## config.mk

```make
export PLATFORM = sky130hd
export DESIGN_NAME = exidle_mc
export DESIGN_NICKNAME = d
export VERILOG_FILES = /design/src/rtl/exidle_mc.sv
export SDC_FILE = /design/constraint.sdc
export NUM_CORES = 1
export LEC_CHECK = 0
export ABC_AREA = 1
export CORE_MARGIN = 2
export CORE_UTILIZATION = 45
export DETAILED_ROUTE_END_ITERATION = 8
export GPL_TIMING_DRIVEN = 0
export HOLD_SLACK_MARGIN = 0.02
export PLACE_DENSITY = 0.69
export SYNTH_ARGS = -nofsm -noshare
export SYNTH_HDL_FRONTEND = slang
export SYNTH_SLANG_ARGS = --single-unit
```

## constraint.sdc

```tcl
create_clock -name i_clk -period 4.9 [get_ports i_clk]
set_input_delay 1.225 -clock i_clk [delete_from_list [all_inputs] [get_ports i_clk]]
set_output_delay 1.225 -clock i_clk [all_outputs]
set_load 0.05 [all_outputs]
```

## src/rtl/exidle_mc.sv

```systemverilog
// Idle/status word injector for the exbus transmit path: passes response words
// through with priority and fills quiet periods with status, interrupt and FIFO-error words.
module exidle_mc #(
    parameter int DW           = 35,
    parameter int NAUX         = 2,
    parameter int NINT         = 4,
    parameter bit OPT_IDLE     = 1'b1,
    parameter int SHORT_LGIDLE = 17,
    parameter int LGIDLE       = 25,
    parameter int NSHORT       = 8,
    parameter int LGHOLDOFF    = 20
) (
    input  logic            i_clk,
    input  logic            i_reset,
    input  logic            i_stb,
    input  logic [DW-1:0]   i_word,
    output logic            o_busy,
    input  logic [NAUX-1:0] i_aux,
    input  logic            i_cts,
    input  logic [NINT-1:0] i_int,
    input  logic            i_fifo_err,
    output logic            o_stb,
    output logic [DW-1:0]   o_word,
    input  logic            i_busy
);

    // kind_q   | meaning
    // K_NONE   | output idle, o_stb low
    // K_DATA   | passed-through data word held on output
    // K_STATUS | status/idle word held on output
    // K_FERR   | FIFO-error word held on output
    typedef enum logic [1:0] {
        K_NONE   = 2'd0,
        K_DATA   = 2'd1,
        K_STATUS = 2'd2,
        K_FERR   = 2'd3
    } kind_t;

    localparam logic [LGIDLE:0]    SHORT_RELOAD = (LGIDLE+1)'((64'd1 << SHORT_LGIDLE) - 64'd1);
    localparam logic [LGIDLE:0]    LONG_RELOAD  = (LGIDLE+1)'((64'd1 << LGIDLE) - 64'd1);
    localparam logic [LGHOLDOFF-1:0] HOLD_RELOAD = {LGHOLDOFF{1'b1}};
    localparam logic [3:0]         NSHORT_SAT   = 4'(NSHORT);
    localparam logic [3:0]         NSHORT_M1    = 4'(NSHORT - 1);

    function automatic logic [DW-1:0] mk_status(input logic [NAUX-1:0] aux,
                                                input logic [2:0]      code,
                                                input logic [NINT-1:0] ints);
        logic [DW-1:0] w;
        w = '0;
        w[DW-1 -: 2]          = 2'b11;
        w[DW-3 -: NAUX]       = aux;
        w[DW-3-NAUX -: 3]     = code;
        w[DW-6-NAUX -: NINT]  = ints;
        return w;
    endfunction

    kind_t                kind_q;
    logic                 o_stb_q;
    logic [DW-1:0]        o_word_q;
    logic [NINT-1:0]      out_ints_q;
    logic                 out_cts_q;

    logic [NINT-1:0]      int_q, int_flag_q, int_flag_d;
    logic [NAUX-1:0]      aux_q;
    logic                 aux_flag_q, aux_flag_d;
    logic                 cts_flag_q, cts_flag_d;
    logic                 fifo_in_q, fifo_flag_q, fifo_flag_d;
    logic [LGHOLDOFF-1:0] hold_q, hold_d;
    logic [LGIDLE:0]      idle_cnt_q, idle_cnt_d;
    logic [3:0]           short_cnt_q, short_cnt_d, short_eff;

    logic                 r_busy, out_free, out_acc, acc_stat, acc_ferr, in_take;
    logic [NINT-1:0]      int_pend;
    logic                 cts_pend, aux_pend, ferr_pend, timeout;
    logic                 send_ferr, send_stat, stat_launch;
    logic [2:0]           stat_code;
    logic [DW-1:0]        in_word_fix;

    assign r_busy    = (kind_q == K_DATA);
    assign o_busy    = r_busy && i_busy;
    assign o_stb     = o_stb_q;
    assign o_word    = o_word_q;

    assign out_free  = !o_stb_q || !i_busy;
    assign out_acc   = o_stb_q && !i_busy;
    assign acc_stat  = out_acc && (kind_q == K_STATUS);
    assign acc_ferr  = out_acc && (kind_q == K_FERR);
    assign in_take   = i_stb && !o_busy;

    // Pending views drop whatever the word leaving this cycle carried, so it is not re-sent
    assign int_pend  = int_flag_q & ~(acc_stat ? out_ints_q : '0);
    assign cts_pend  = cts_flag_q && !(acc_stat && out_cts_q);
    assign aux_pend  = aux_flag_q && !acc_stat;
    assign ferr_pend = fifo_flag_q && !acc_ferr;
    assign timeout   = OPT_IDLE && (idle_cnt_q == '0);

    assign send_ferr   = ferr_pend && (hold_q == '0);
    assign send_stat   = (|int_pend) || cts_pend || aux_pend || timeout;
    assign stat_launch = !in_take && out_free && !send_ferr && send_stat;
    assign stat_code   = {1'b1, cts_pend, |int_pend};

    assign int_flag_d  = int_pend | (i_int & ~int_q);
    assign cts_flag_d  = cts_pend || !i_cts;
    assign aux_flag_d  = aux_pend || (i_aux != aux_q);
    assign fifo_flag_d = ferr_pend || (i_fifo_err && !fifo_in_q);

    always_comb begin
        in_word_fix = i_word;
        if (i_word[DW-1 -: 2] == 2'b11)
            in_word_fix[DW-3 -: NAUX] = i_aux;
    end

    always_comb begin
        short_eff = short_cnt_q;
        if (acc_stat && (short_cnt_q < NSHORT_SAT))
            short_eff = short_cnt_q + 4'd1;
        short_cnt_d = in_take ? 4'd0 : short_eff;

        idle_cnt_d = idle_cnt_q;
        if (in_take)
            idle_cnt_d = SHORT_RELOAD;
        else if (stat_launch)
            idle_cnt_d = (short_eff < NSHORT_M1) ? SHORT_RELOAD : LONG_RELOAD;
        else if (idle_cnt_q != '0)
            idle_cnt_d = idle_cnt_q - (LGIDLE+1)'(1);

        hold_d = hold_q;
        if (acc_ferr)
            hold_d = HOLD_RELOAD;
        else if (hold_q != '0)
            hold_d = hold_q - LGHOLDOFF'(1);
    end

    always_ff @(posedge i_clk or posedge i_reset) begin
        if (i_reset) begin
            kind_q     <= K_NONE;
            o_stb_q    <= 1'b0;
            o_word_q   <= '0;
            out_ints_q <= '0;
            out_cts_q  <= 1'b0;
        end else if (in_take) begin
            kind_q     <= K_DATA;
            o_stb_q    <= 1'b1;
            o_word_q   <= in_word_fix;
            out_ints_q <= '0;
            out_cts_q  <= 1'b0;
        end else if (out_free) begin
            if (send_ferr) begin
                kind_q     <= K_FERR;
                o_stb_q    <= 1'b1;
                o_word_q   <= mk_status(i_aux, 3'b011, '0);
                out_ints_q <= '0;
                out_cts_q  <= 1'b0;
            end else if (send_stat) begin
                kind_q     <= K_STATUS;
                o_stb_q    <= 1'b1;
                o_word_q   <= mk_status(i_aux, stat_code, int_pend);
                out_ints_q <= int_pend;
                out_cts_q  <= cts_pend;
            end else begin
                kind_q     <= K_NONE;
                o_stb_q    <= 1'b0;
            end
        end
    end

    always_ff @(posedge i_clk or posedge i_reset) begin
        if (i_reset) begin
            int_q       <= '0;
            int_flag_q  <= '0;
            aux_q       <= '0;
            aux_flag_q  <= 1'b0;
            cts_flag_q  <= 1'b0;
            fifo_in_q   <= 1'b0;
            fifo_flag_q <= 1'b0;
            hold_q      <= '0;
            idle_cnt_q  <= SHORT_RELOAD;
            short_cnt_q <= 4'd0;
        end else begin
            int_q       <= i_int;
            int_flag_q  <= int_flag_d;
            aux_q       <= i_aux;
            aux_flag_q  <= aux_flag_d;
            cts_flag_q  <= cts_flag_d;
            fifo_in_q   <= i_fifo_err;
            fifo_flag_q <= fifo_flag_d;
            hold_q      <= hold_d;
            idle_cnt_q  <= idle_cnt_d;
            short_cnt_q <= short_cnt_d;
        end
    end

endmodule

```

After elaboration in Yosys (flattened, before gate mapping)
Cells that the tools add are included.

cells by class
  $add $sub $neg = 3
  $mul = 0
  div/mod/pow operators = 0
  $lt $le $gt $ge = 2
  equality and inequality tests = 5
  shift operators = 0
  mux-type cells = 30
  bitwise gates (word level) = 5
  reduce and logical (&&, ||, !) cells = 42

operators with widths
  kind                                                                           number
  35-bit 2-to-1 mux                                                              4
  26-bit 2-to-1 mux                                                              3
  20-bit 2-to-1 mux                                                              2
  4-bit 2-to-1 mux                                                               7
  26-bit logical NOT                                                             1
  26-bit nonzero test                                                            1
  26-bit by 1-bit subtractor with 26-bit output (second input constant)          1
  25-bit 2-to-1 mux                                                              1
  20-bit logical NOT                                                             1
  20-bit nonzero test                                                            1
  20-bit by 1-bit subtractor with 20-bit output (second input constant)          1
  1-bit logical AND                                                              15
  1-bit logical NOT                                                              10
  2-bit 2-to-1 mux                                                               5
  4-bit bitwise AND                                                              2
  1-bit 2-to-1 mux                                                               8
  4-bit NOT                                                                      2
  1-bit logical OR                                                               7
  2-bit == test (second input constant)                                          3
  3-bit nonzero test                                                             2
  4-bit by 1-bit adder with 4-bit output (second input constant)                 1
  4-bit by 3-bit less-than comparator with 1-bit output (second input constant)  1
  4-bit less-than comparator (second input constant)                             1
  4-bit bitwise OR                                                               1
  5 further kinds                                                                6

storage, ports and cells
  flip-flop bits (word level) = 107
  bits in latches = 0
  memory bits (writable) = 0
  ROM bits = 0
  input port bits = 47
  output and inout port bits = 37
  logic and storage cells = 102
  memories kept = 0

Longest topological paths before layout
  word-level depth = 14
  gate-level depth with buffers = 13
  gate-level depth less buffers = 12

Least setup slack after synthesis
OpenSTA, ideal clock, no wires.

  path kind = input-to-output
  start = input i_busy
  end = output o_busy
  arrival time = 1.647 ns
  data required time = 3.675 ns
  setup slack = 2.028 ns
  stages on the path = 2
  path buffers = 0
  path through = nand3_1 inv_1

on the way
  cells in the longest elaborated chain, start to end = 1

ends and longest elaborated chain
  item               RTL line  RTL
  from (decl)        24        input logic i_busy
  1-bit logical AND  80        assign o_busy = r_busy && i_busy;
  to (decl)          17        output logic o_busy,

Every way passes these cells.

Final worst setup path
Same ends and word-level chain as after synthesis.

==> results by group <==
Pwr
  • Sequential Power Share: 44.7%
  • Power Dens Cells: 349 nW/um2
  • Sw Pwr: 0.771 mW
  • Combinational power share: 23.5%
  • Maximum vdd drop: 0.167 mV
  • Internal Pwr Total: 1.59 mW
  • Switching share of power: 32.7%
  • Design Power: 2.36 mW
  • Clk pwr share: 31.8%
  • Lkg Pwr: 3.02 nW

GRT
  • Total track usage: 20.0%
  • Number of global-route vias before repair: 4,624
  • Initial antenna violation count: 0
  • Largest net degree at the start of global routing: 70
  • GR Overflow Total: 0
  • First-pass GRT wire length: 20,900 um

Die
  • Row count: 40
  • Starting Density: 45.5%
  • Core ar.: 11,900 um2
  • Io pins: 84
  • DIE HEIGHT: 114 um
  • Die ar.: 12,900 um2
  • Die W: 114 um

Synth
  • Synth cell types: 40
  • Post-Syn Area: 5400 um2
  • Post-synthesis net count: 700
  • Seq cells post-synth: 107
  • Seq/Total Area, Yosys: 50.0%
  • Avg Inst Size Synth: 8.32 um2
  • Yosys warns: 0
  • Mapped Cells: 649

Clocking
  • Post-cts sizing count: 0
  • CTS tree: yes
  • Num CTS Buffers: 9
  • Cts hold-fix bufs: 0
  • Root Buffer: clkbuf_16
  • Clk sinks: 107
  • Setup bufs post-CTS: 0
  • Clk Latency, worst-skew pair: 0.35 ns
  • CTS H-tree lvls: 3
  • Reg clk slew, reported paths: 0.07 ns
  • Maximum clock path buffer count: 2

STA
  • Min cycle time layout: 4.07 ns
  • Worst Tran Pin Value: 0.625 ns
  • Worst Clk Skew: 0.0103 ns
  • Setup TNS Final: 0 ns
  • Worst Setup Slack, final: 0.826 ns
  • Hold Slack: 0.423 ns
  • Final Max Slew Viols: 0
  • RSZ-0062 raised after global routing: no
  • Fmax: 0.245 GHz
  • Final hold vios: 0
  • Slew margin rel.: 58.0%
  • Final Cycle Share: 83.2%
  • Final setup vio count: 0

Route
  • Drc violations: 0
  • Drt total wl: 12,000 um
  • Pre-antenna DRT Iters: 5
  • Via density: 4.97
  • Antenna-violating nets left: 0
  • DR vias: 4,450
  • Initial DRC count: 161
  • Routed len/inst: 13.4 um

Status
  • Outcome: finished, final reports clean

Setup path
  • Cell family with most CP delay: buffers and inverters
  • Critical path launch point type: primary input
  • Critical path type: primary input to output port
  • Slowest-stage cell, CP: clkdlybuf4s50_1
  • Worst-path fanout max: 4
  • Worst path arrival time: 2.85 ns
  • Most frequent CP cell: clkdlybuf4s50_1
  • Worst Path Buf+Inv: 3
  • Critical Path Sink Type: output port
  • Worst Path Required: 3.67 ns
  • CP max stage delay: 0.80 ns
  • CP cell instances: clkdlybuf4s50_1 -> nand3_1 -> inv_1 -> clkdlybuf4s50_1

Placement
  • DP Wirelength: 8940 um
  • Gpl congestion: 0.882
  • Dpl ws: 0.809 ns
  • Port bufs: 83

Final layout
  • Synthesis-to-finish area growth: 24.9%
  • FF/Latch Area: 2700 um2
  • N_diodes: 0
  • Multi-input gate area: 2340 um2
  • Fraction of layout cells with a size suffix above 1: 12.6%
  • Fillers: 1,047
  • Final Net Count: 795

Run
  • Max cap viols: 0

Hold path
  • Hold WC Path Type: register to register
## flip-flops by register name, summed over array words and instances, names as in the netlist
signal,count
aux_flag_q,1
aux_q,2
cts_flag_q,1
fifo_flag_q,1
fifo_in_q,1
hold_q,20
idle_cnt_q,26
int_flag_q,4
int_q,4
kind_q,2
o_stb,1
o_word,35
out_cts_q,1
out_ints_q,4
short_cnt_q,4
## synth_stat cells
master | instances | area share [%]
nand2_1 | 173 | 12
nor2_1 | 92 | 6.4
dfrtp_1 | 90 | 42
inv_1 | 63 | 4.4
nand3_1 | 48 | 4.5
o21ai_0 | 24 | 2.2
dfstp_2 | 17 | 8.3
nand2_2 | 16 | 1.9
a21oi_1 | 14 | 1.3
xor2_1 | 12 | 1.9
nand4_1 | 10 | 1.2
nor3_1 | 9 | 0.83
buf_6 | 7 | 1.5
nor2_2 | 7 | 0.81
o211ai_1 | 7 | 0.97
clkbuf_1 | 6 | 0.42
nor2_4 | 6 | 1.3
ha_1 | 4 | 0.93
o211ai_2 | 4 | 0.93
o21ai_2 | 4 | 0.65
xnor2_1 | 4 | 0.65
nand3_2 | 3 | 0.56
nand3b_1 | 3 | 0.42
o21ai_4 | 3 | 0.90
inv_2 | 2 | 0.14
mux2i_1 | 2 | 0.37
nand2_4 | 2 | 0.42
nor4_1 | 2 | 0.23
o22ai_1 | 2 | 0.23
o31ai_1 | 2 | 0.28
or2_2 | 2 | 0.23
a21boi_0 | 1 | 0.14
a21o_1 | 1 | 0.14
and3_1 | 1 | 0.12
buf_4 | 1 | 0.14
clkinv_1 | 1 | 0.069
inv_4 | 1 | 0.12
nand3_4 | 1 | 0.32
nand4_4 | 1 | 0.39
o21a_1 | 1 | 0.14
## path summary, 6_finish.rpt
| kind | startpoint | endpoint | slack (ns) | cells past startpoint |
|---|---|---|---|---|
| setup reg to reg | idle_cnt_q[0] | idle_cnt_q[21] | 2.77 | 9 |
| setup / recovery | i_busy | o_busy | 0.83 | 4 |
| hold reg to reg | int_q[0] | int_flag_q[0] | 0.42 | 1 |
| min in group asynchronous | i_reset | hold_q[2] | 1.26 | 2 |
| max in group asynchronous | i_reset | idle_cnt_q[11] | 2.91 | 3 |
| hold / removal | int_q[0] | int_flag_q[0] | 0.42 | 1 |
## power by group through the flow
stage	Clock [mW]	Sequential, mW	Combinational, mW
floorplan	0	1.17	0.264
global placement	0	1.06	0.542
detailed placement	0	1.07	0.557
CTS	0.760	1.05	0.558
global route	0.797	1.07	0.609
finish	0.749	1.05	0.554
## cell usage in the layout, fill, tap and decap left out, drive strengths merged, types with 12 or more instances in the layout
cell / count
nand3: 52
clkbuf: 16
clkdlybuf4s50: 83
o21ai: 31
dfrtp: 90
nand2: 191
dfstp: 17
a21oi: 14
nor2: 105
xor2: 12
inv: 68
## kinds of logic after synthesis
group / count (synthesis) / share of synthesized area (%)
buffers and inverters: 81 / 6.72
DFF: 107 / 50.0
and+or+nand+nor: 376 / 31.5
muxes: 2 / 0.371
adders and majority gates: 4 / 0.927
AOI/OAI and AO/OA: 63 / 7.90
xor gates and xnor gates: 16 / 2.60
## metrics by stage
stage | std cells | area [um2] | utilization, %
after detailed placement | 880 | 6440 | 54.3
after global placement | 879 | 6410 | 54.1
after floorplan | 649 | 5400 | -
after CTS | 896 | 6740 | 56.9
after global routing | 896 | 6740 | 56.9
final | 896 | 6740 | 56.9
## worst register-to-register path, cell delays in order (launching register included)
cell and delay [ns]:
dfstp_2 0.37, inv_1 0.09, ha_1 0.21, nand3_1 0.20, nor2_4 0.29, nand4_4 0.21, nand3_4 0.19, nand3_1 0.25
nand3_1 0.16, nor2_1 0.05
## metal layers
layer / vias to the layer above / part of all wire [%] / wire length [um] / track usage [%]
met5: - / 0 / 0 / 0
met4: 0 / 0.87 / 105 / 6.10
met3: 8 / 6.4 / 773 / 6.96
met2: 97 / 48 / 5730 / 32.4
met1: 2089 / 45 / 5420 / 25.5
li1: 2256 / - / - / -
## final cells by class
cell class              instances  area share [%]
flip-flops and latches        107            40.0
multi-input cells             461            34.6
repair buffers                 84            12.7
inverters                      67            3.80
clock buffers                  10            3.40
well taps                     147            2.73
plain buffers                  14            1.61
clock inverters                 6            1.08
Note: power is estimated with default switching activity, not from simulation.
